==> src/rtl/sequenciador_carga_reg_pkg.sv <==
// Shared definitions for the register-load sequencer.
// - state_t : FSM encodings (IDLE=0, GRANT=1, WRITE=2, ACK=3)
// - DEF_*   : default sizes that the register bank is built with
// - ptr_w() : width of a requester index (at least 1 bit)
package sequenciador_carga_reg_pkg;
  localparam int DEF_N_REQ = 2;
  localparam int DEF_N_REG = 4;
  localparam int DEF_W     = 8;
  localparam int DEF_RW    = 2;

  typedef enum logic [1:0] {
    IDLE  = 2'd0,
    GRANT = 2'd1,
    WRITE = 2'd2,
    ACK   = 2'd3
  } state_t;

  function automatic int ptr_w(input int n);
    return (n > 1) ? $clog2(n) : 1;
  endfunction
endpackage

==> src/rtl/sequenciador_carga_reg_if.sv <==
// Requester/register-bank bus of the load sequencer.
// - Req/Dest/Din : per-requester request, target register, write data
// - Gnt/Done     : one-hot grant and one-cycle completion pulse
// - Op/A         : register load strobes and shared write data bus
// - Busy         : sequencer not idle
// master = requester side, slave = sequencer side.
interface sequenciador_carga_reg_if #(
  parameter int N_REQ = 2,
  parameter int N_REG = 4,
  parameter int W     = 8,
  parameter int RW    = 2
);
  logic [N_REQ-1:0]         Req;
  logic [N_REQ-1:0][RW-1:0] Dest;
  logic [N_REQ-1:0][W-1:0]  Din;
  logic [N_REQ-1:0]         Gnt;
  logic [N_REQ-1:0]         Done;
  logic [N_REG-1:0]         Op;
  logic [W-1:0]             A;
  logic                     Busy;

  modport master (output Req, Dest, Din, input Gnt, Done, Op, A, Busy);
  modport slave  (input Req, Dest, Din, output Gnt, Done, Op, A, Busy);
endinterface

==> src/rtl/sequenciador_carga_reg_arbitro_rr.sv <==
// Combinational round-robin pick (arbitro_rr).
// - req : request vector
// - ptr : highest-priority requester
// - idx : winner, first set bit at or above ptr, wrapping
// - vld : at least one request present
module sequenciador_carga_reg_arbitro_rr
  import sequenciador_carga_reg_pkg::*;
#(
  parameter int N_REQ = DEF_N_REQ,
  parameter int PW    = ptr_w(N_REQ)
) (
  input  logic [N_REQ-1:0] req,
  input  logic [PW-1:0]    ptr,
  output logic [PW-1:0]    idx,
  output logic             vld
);
  logic [PW:0]   s;
  logic [PW-1:0] j;

  // Walk offsets from farthest to nearest so the nearest hit wins.
  always_comb begin
    idx = '0;
    vld = 1'b0;
    s   = '0;
    j   = '0;
    for (int k = N_REQ - 1; k >= 0; k--) begin
      s = {1'b0, ptr} + (PW+1)'(k);
      if (s >= (PW+1)'(N_REQ)) s = s - (PW+1)'(N_REQ);
      j = s[PW-1:0];
      if (req[j]) begin
        idx = j;
        vld = 1'b1;
      end
    end
  end
endmodule

==> src/rtl/sequenciador_carga_reg.sv <==
// Register-load sequencer: arbitrates requesters round-robin and drives
// the load strobes / shared data bus of the register bank, one load per
// write cycle. Sequence IDLE -> GRANT -> WRITE -> ACK -> IDLE.
// - Clk   : rising-edge clock
// - Rst_n : async active-low reset, release synchronised to Clk
// - bus   : slave side of sequenciador_carga_reg_if
module sequenciador_carga_reg
  import sequenciador_carga_reg_pkg::*;
#(
  parameter int N_REQ = DEF_N_REQ,
  parameter int N_REG = DEF_N_REG,
  parameter int W     = DEF_W,
  parameter int RW    = DEF_RW
) (
  input  logic                     Clk,
  input  logic                     Rst_n,
  sequenciador_carga_reg_if.slave  bus
);
  localparam int PW = ptr_w(N_REQ);

  logic [1:0]       rst_sync;
  logic             rst_i;
  state_t           state, state_nxt;
  logic [PW-1:0]    ptr, win, arb_idx;
  logic             arb_vld;
  logic [N_REQ-1:0] gnt, done, arb_oh, win_oh;
  logic [N_REG-1:0] op, dec;
  logic [W-1:0]     a;

  // Assert immediately, release two edges later.
  always_ff @(posedge Clk or negedge Rst_n)
    if (!Rst_n) rst_sync <= '0;
    else        rst_sync <= {rst_sync[0], 1'b1};
  assign rst_i = rst_sync[1];

  sequenciador_carga_reg_arbitro_rr #(.N_REQ(N_REQ), .PW(PW)) u_arb (
    .req(bus.Req), .ptr(ptr), .idx(arb_idx), .vld(arb_vld)
  );

  assign arb_oh = N_REQ'(1) << arb_idx;
  assign win_oh = N_REQ'(1) << win;

  // Out-of-range destinations decode to no strobe at all.
  always_comb begin
    dec = '0;
    for (int r = 0; r < N_REG; r++)
      if (bus.Dest[win] == RW'(r)) dec[r] = 1'b1;
  end

  always_ff @(posedge Clk or negedge rst_i)
    if (!rst_i) state <= IDLE;
    else        state <= state_nxt;

  always_comb begin
    state_nxt = state;
    case (state)
      IDLE:    if (arb_vld) state_nxt = GRANT;
      GRANT:   state_nxt = bus.Req[win] ? WRITE : IDLE;
      WRITE:   state_nxt = ACK;
      ACK:     state_nxt = IDLE;
      default: state_nxt = IDLE;
    endcase
  end

  // Outputs are registered on the transition into the state that shows them.
  always_ff @(posedge Clk or negedge rst_i)
    if (!rst_i) begin
      ptr  <= '0;
      win  <= '0;
      gnt  <= '0;
      done <= '0;
      op   <= '0;
      a    <= '0;
    end else begin
      done <= '0;
      case (state)
        IDLE: if (arb_vld) begin
          win <= arb_idx;
          gnt <= arb_oh;
        end
        GRANT: if (bus.Req[win]) begin
          op <= dec;
          a  <= bus.Din[win];
        end else begin
          gnt <= '0;            // abort: pointer left untouched
        end
        WRITE: begin
          op   <= '0;
          gnt  <= '0;
          done <= win_oh;
        end
        ACK: ptr <= (win == PW'(N_REQ - 1)) ? '0 : win + 1'b1;
        default: ;
      endcase
    end

  assign bus.Gnt  = gnt;
  assign bus.Done = done;
  assign bus.Op   = op;
  assign bus.A    = a;
  assign bus.Busy = (state != IDLE);
endmodule

==> src/flat_wrapper.sv <==
// flat-port wrapper written by rule: the top's interface ports become plain ports
module sequenciador_carga_reg_flat import sequenciador_carga_reg_pkg::*;
#(
  parameter int N_REQ = DEF_N_REQ,
  parameter int N_REG = DEF_N_REG,
  parameter int W     = DEF_W,
  parameter int RW    = DEF_RW
)
  (Clk, Rst_n, bus_Req, bus_Dest, bus_Din, bus_Gnt, bus_Done, bus_Op, bus_A, bus_Busy);
  sequenciador_carga_reg_if #(.N_REQ(N_REQ), .N_REG(N_REG), .W(W), .RW(RW)) bus_i ();
  input  logic Clk;
  input  logic Rst_n;
  input wire logic [$bits(bus_i.Req)-1:0] bus_Req;
  input wire logic [$bits(bus_i.Dest)-1:0] bus_Dest;
  input wire logic [$bits(bus_i.Din)-1:0] bus_Din;
  output wire logic [$bits(bus_i.Gnt)-1:0] bus_Gnt;
  output wire logic [$bits(bus_i.Done)-1:0] bus_Done;
  output wire logic [$bits(bus_i.Op)-1:0] bus_Op;
  output wire logic [$bits(bus_i.A)-1:0] bus_A;
  output wire logic [$bits(bus_i.Busy)-1:0] bus_Busy;
  assign bus_i.Req = bus_Req;
  assign bus_i.Dest = bus_Dest;
  assign bus_i.Din = bus_Din;
  assign bus_Gnt = bus_i.Gnt;
  assign bus_Done = bus_i.Done;
  assign bus_Op = bus_i.Op;
  assign bus_A = bus_i.A;
  assign bus_Busy = bus_i.Busy;
  sequenciador_carga_reg #(.N_REQ(N_REQ), .N_REG(N_REG), .W(W), .RW(RW)) u_core (.Clk(Clk), .Rst_n(Rst_n), .bus(bus_i));
endmodule
==> config.mk <==
export PLATFORM = sky130hd
export DESIGN_NAME = sequenciador_carga_reg_flat
export DESIGN_NICKNAME = d
export VERILOG_FILES = /design/src/rtl/sequenciador_carga_reg_pkg.sv /design/src/rtl/sequenciador_carga_reg_if.sv /design/src/rtl/sequenciador_carga_reg_arbitro_rr.sv /design/src/rtl/sequenciador_carga_reg.sv /design/src/flat_wrapper.sv
export SDC_FILE = /design/constraint.sdc
export NUM_CORES = 1
export LEC_CHECK = 0
export ABC_AREA = 1
export CORE_MARGIN = 4
export CORE_UTILIZATION = 31
export DETAILED_ROUTE_END_ITERATION = 7
export SKIP_CTS_REPAIR_TIMING = 1
export SYNTH_ARGS = -nofsm -noshare
export SYNTH_HDL_FRONTEND = slang
export SYNTH_HIERARCHICAL = 1
export SYNTH_SLANG_ARGS = --single-unit
==> constraint.sdc <==
create_clock -name Clk -period 1 [get_ports Clk]
set_input_delay 0.2 -clock Clk [delete_from_list [all_inputs] [get_ports Clk]]
set_output_delay 0.2 -clock Clk [all_outputs]
set_load 0.01 [all_outputs]
==> flow_summary_export.csv <==
group,metric,value,unit
outcome,status,"complete, but fails checks",
outcome,violations,"negative setup slack",
timing,tns,-4.64,ns
global_routing,use_met2,26.1,%
placed_design,place_ws,-0.423,ns
setup_path,cp_slowest_cell,"dfrtp_1",
floorplanning,ios,41,
setup_path,worstPathCellList,"inv_2 > buf_6 > ha_4 > inv_4 > or2_4 > nand2_4 > nand2_2 > nand2_2",
drt,drc,0,
timing,finalClockSkew,0.00264,ns
clocking,numCtsBuffers,3,
timing,worst_slack,-0.297,ns
timing,period_minus_slack,1.30,ns
timing,fin_hold_ws,0.0966,ns
yosys,synth_compound_area_share,12.0,%
finish,final_area,1970,µm²
floorplanning,die_y,68.7,µm
finish,utilization,57.3,%
timing,hold_viol,0,
setup_path,cp.arrival,1.50,ns
drt,drtAntennaViolNets,0,
power,power_leakage,0.000984,µW
clocking,cts_tree,"built",
power,power_density,3080,nW/µm²
finish,layout_common_cells,"clkdlybuf4s50_1, dfrtp_1, buf_4, clkbuf_2, nand2_1",
clocking,clock_latency,0.26,ns
global_routing,met3_usage,2.43,%
setup_path,required,1.21,ns
setup_path,critPathKind,"reg -> reg",
drt,via_per_inst,4.43,
clocking,cts_root_buf,"clkbuf_8",
setup_path,cp_slowest_stage_delay,0.39,ns
hold_path,hold_path_class,"in -> async",
timing,rsz0062_at_grt,"true",
timing,slew_viol_final,0,
global_routing,antenna_found_initial,0,
yosys,synth_top_area_cell,"dfrtp_1",
drt,drt-wirelength-per-cell,13.1,µm
setup_path,worstSetupPathDepth,8,
yosys,synth_mux_area_share,0,%
yosys,ys_warn_count,6,
clocking,htreeDepth,1,
clocking,clock_path_buffers,2,
yosys,syn_avg_cell_area,8.71,µm²
setup_path,cpLargestDelayFamily,"simple AND/OR/NAND/NOR gates",
placed_design,gp_congestion,0.818,
global_routing,met1_usage,14.3,%
yosys,syn_inst,131,
setup_path,cp-end-kind,"flop",
placed_design,place_area,1750,µm²
finish,syn_to_final_growth,72.7,%
yosys,synthAdderAreaFrac,5.48,%
yosys,ys_seq_area_share,48.2,%
drt,drt_iter0_markers,42,
setup_path,crit_fanout,5,
finish,nets,228,
floorplanning,dieWidth,68.7,µm
global_routing,gr-total-overflow,0,
clocking,clock-sinks,22,
yosys,synth_top_family_by_area,"simple AND/OR/NAND/NOR gates",
yosys,syn_area,1140,µm²
floorplanning,rows,21,
global_routing,grt_usage,13.4,%
flow_run,drv_cap,0,
yosys,synth_seq_cells,22,
placed_design,dpl.hpwl,2210,µm
setup_path,reg2regPathDepth,8,
clocking,path_clk_slew,0.08,ns
setup_path,worstSetupStartpointType,"flop",
floorplanning,initial_core_util,33.2,%
floorplanning,die_area,4720,µm²
finish,drive_gt1_share,51.0,%
timing,fmaxAchievable,771,MHz
yosys,synth.distinct_cells,20,
timing,fin_crit_sh,130,%
power,ir_worst_vdd,1.40,mV
yosys,yosys.area.top_type_share,48.2,%
setup_path,reg2reg_from,"u_core/state[0]",
yosys,netlist_top_cells_area,"dfrtp_1, nand2_1, ha_1",
global_routing,first_global_vias,1147,
global_routing,busiest_layer,"met2",
yosys,synth-simple-area-share,25.4,%
yosys,synth-xor-area-share,0,%
floorplanning,core,3440,µm²
global_routing,grt_start_max_net_pins,21,
yosys,syn-num-nets,160,
setup_path,cp_common_cell,"nand2_2",
drt,via_count,1082,
setup_path,crit_buf_inv,3,
placed_design,io_buffers,40,
finish,diodes,0,
timing,setup_violations,23,
setup_path,crit_end,"u_core/bus.Op[1]",
drt,routed_wl,3190,µm
drt,dr.pass1.iters,4,
setup_path,crit_path_start,"u_core/state[0]",
setup_path,r2r_end,"u_core/bus.Op[1]",
global_routing,grt_pass1_wl,4720,µm
setup_path,regToRegSetupSlack,-0.30,ns
## per-stage QoR
stage | total power, µW | std cells
2_1_floorplan | 3210 | 131
3_3_place_gp | 4570 | 233
3_5_place_dp | 4680 | 233
4_1_cts | 5540 | 237
5_1_grt | 6560 | 244
6_report | 6070 | 244
## power by group
part	total, µW	internal, µW	switching (µW)	leakage [µW]
clock	831	534	296	0.0000357
combinational	3720	1880	1840	0.000675
sequential	1520	1260	256	0.000273
## sequential cells by signal (all words and copies together), names as in the netlist, named ones only
name             flops
u_core/bus.Done      2
u_core/bus.Op        4
u_core/bus.A         8
u_core/state         1
u_core/ptr           1
u_core/bus.Gnt       2
u_core/win           1
u_core/rst_sync      2
## synth_stat cells
| cell type | number |
|---|---|
| nand2_1 | 30 |
| dfrtp_1 | 22 |
| inv_1 | 13 |
| nor2_1 | 12 |
| or2_2 | 9 |
| nand3_1 | 8 |
| o21ai_0 | 8 |
| ha_1 | 5 |
| o21ai_2 | 5 |
| buf_6 | 4 |
| a21oi_1 | 3 |
| o21ai_1 | 3 |
| nand2_2 | 2 |
| a21oi_2 | 1 |
| a22oi_1 | 1 |
| a31oi_1 | 1 |
| conb_1 | 1 |
| inv_2 | 1 |
| nand3_4 | 1 |
| or2_1 | 1 |
## worst min-delay path by stage
| stage | startpoint | to | slack (ns) |
|---|---|---|---|
| 6_report | Rst_n | u_core/rst_sync[1] | 0.1 |
| 5_1_grt | Rst_n | u_core/rst_sync[1] | 0.09 |
| 4_1_cts | Rst_n | u_core/rst_sync[1] | 0.1 |
| 3_5_place_dp | u_core/rst_sync[1] | u_core/bus.Op[0] | 0.22 |
| 3_3_place_gp | u_core/rst_sync[1] | u_core/bus.Op[1] | 0.21 |
| 2_1_floorplan | Rst_n | u_core/rst_sync[0] | -0.1 |
## kinds of logic (layout without fill, tap and decap cells)
group	Yosys count	count (layout)
AOI/OAI and AO/OA	22	22
adders and majority gates	5	5
buffers and inverters	18	85
DFF	22	22
other	1	1
and+or+nand+nor	63	63
## routing by layer
metal	part of all wire [%]	vias up
li1	-	543
met1	41	508
met2	53	29
met3	5.8	2
met4	0.44	0
met5	0	-
## layout make-up
cell class	count	area, µm²
Sequential cell	22	552
Tap cell	46	57.6
Clock buffer	3	41.3
Fill cell	329	1470
Inverter	14	57.6
Timing Repair Buffer	67	581
Clock inverter	1	30.0
Multi-Input combinational cell	91	652
## worst register-to-register path, stage by stage (launching register included)
cell and delay (ns):
dfrtp_1 0.39, inv_2 0.10, buf_6 0.11, ha_4 0.13, inv_4 0.04, or2_4 0.27, nand2_4 0.09, nand2_2 0.05
nand2_2 0.06
No activity file was read; power rests on OpenSTA's default activity.
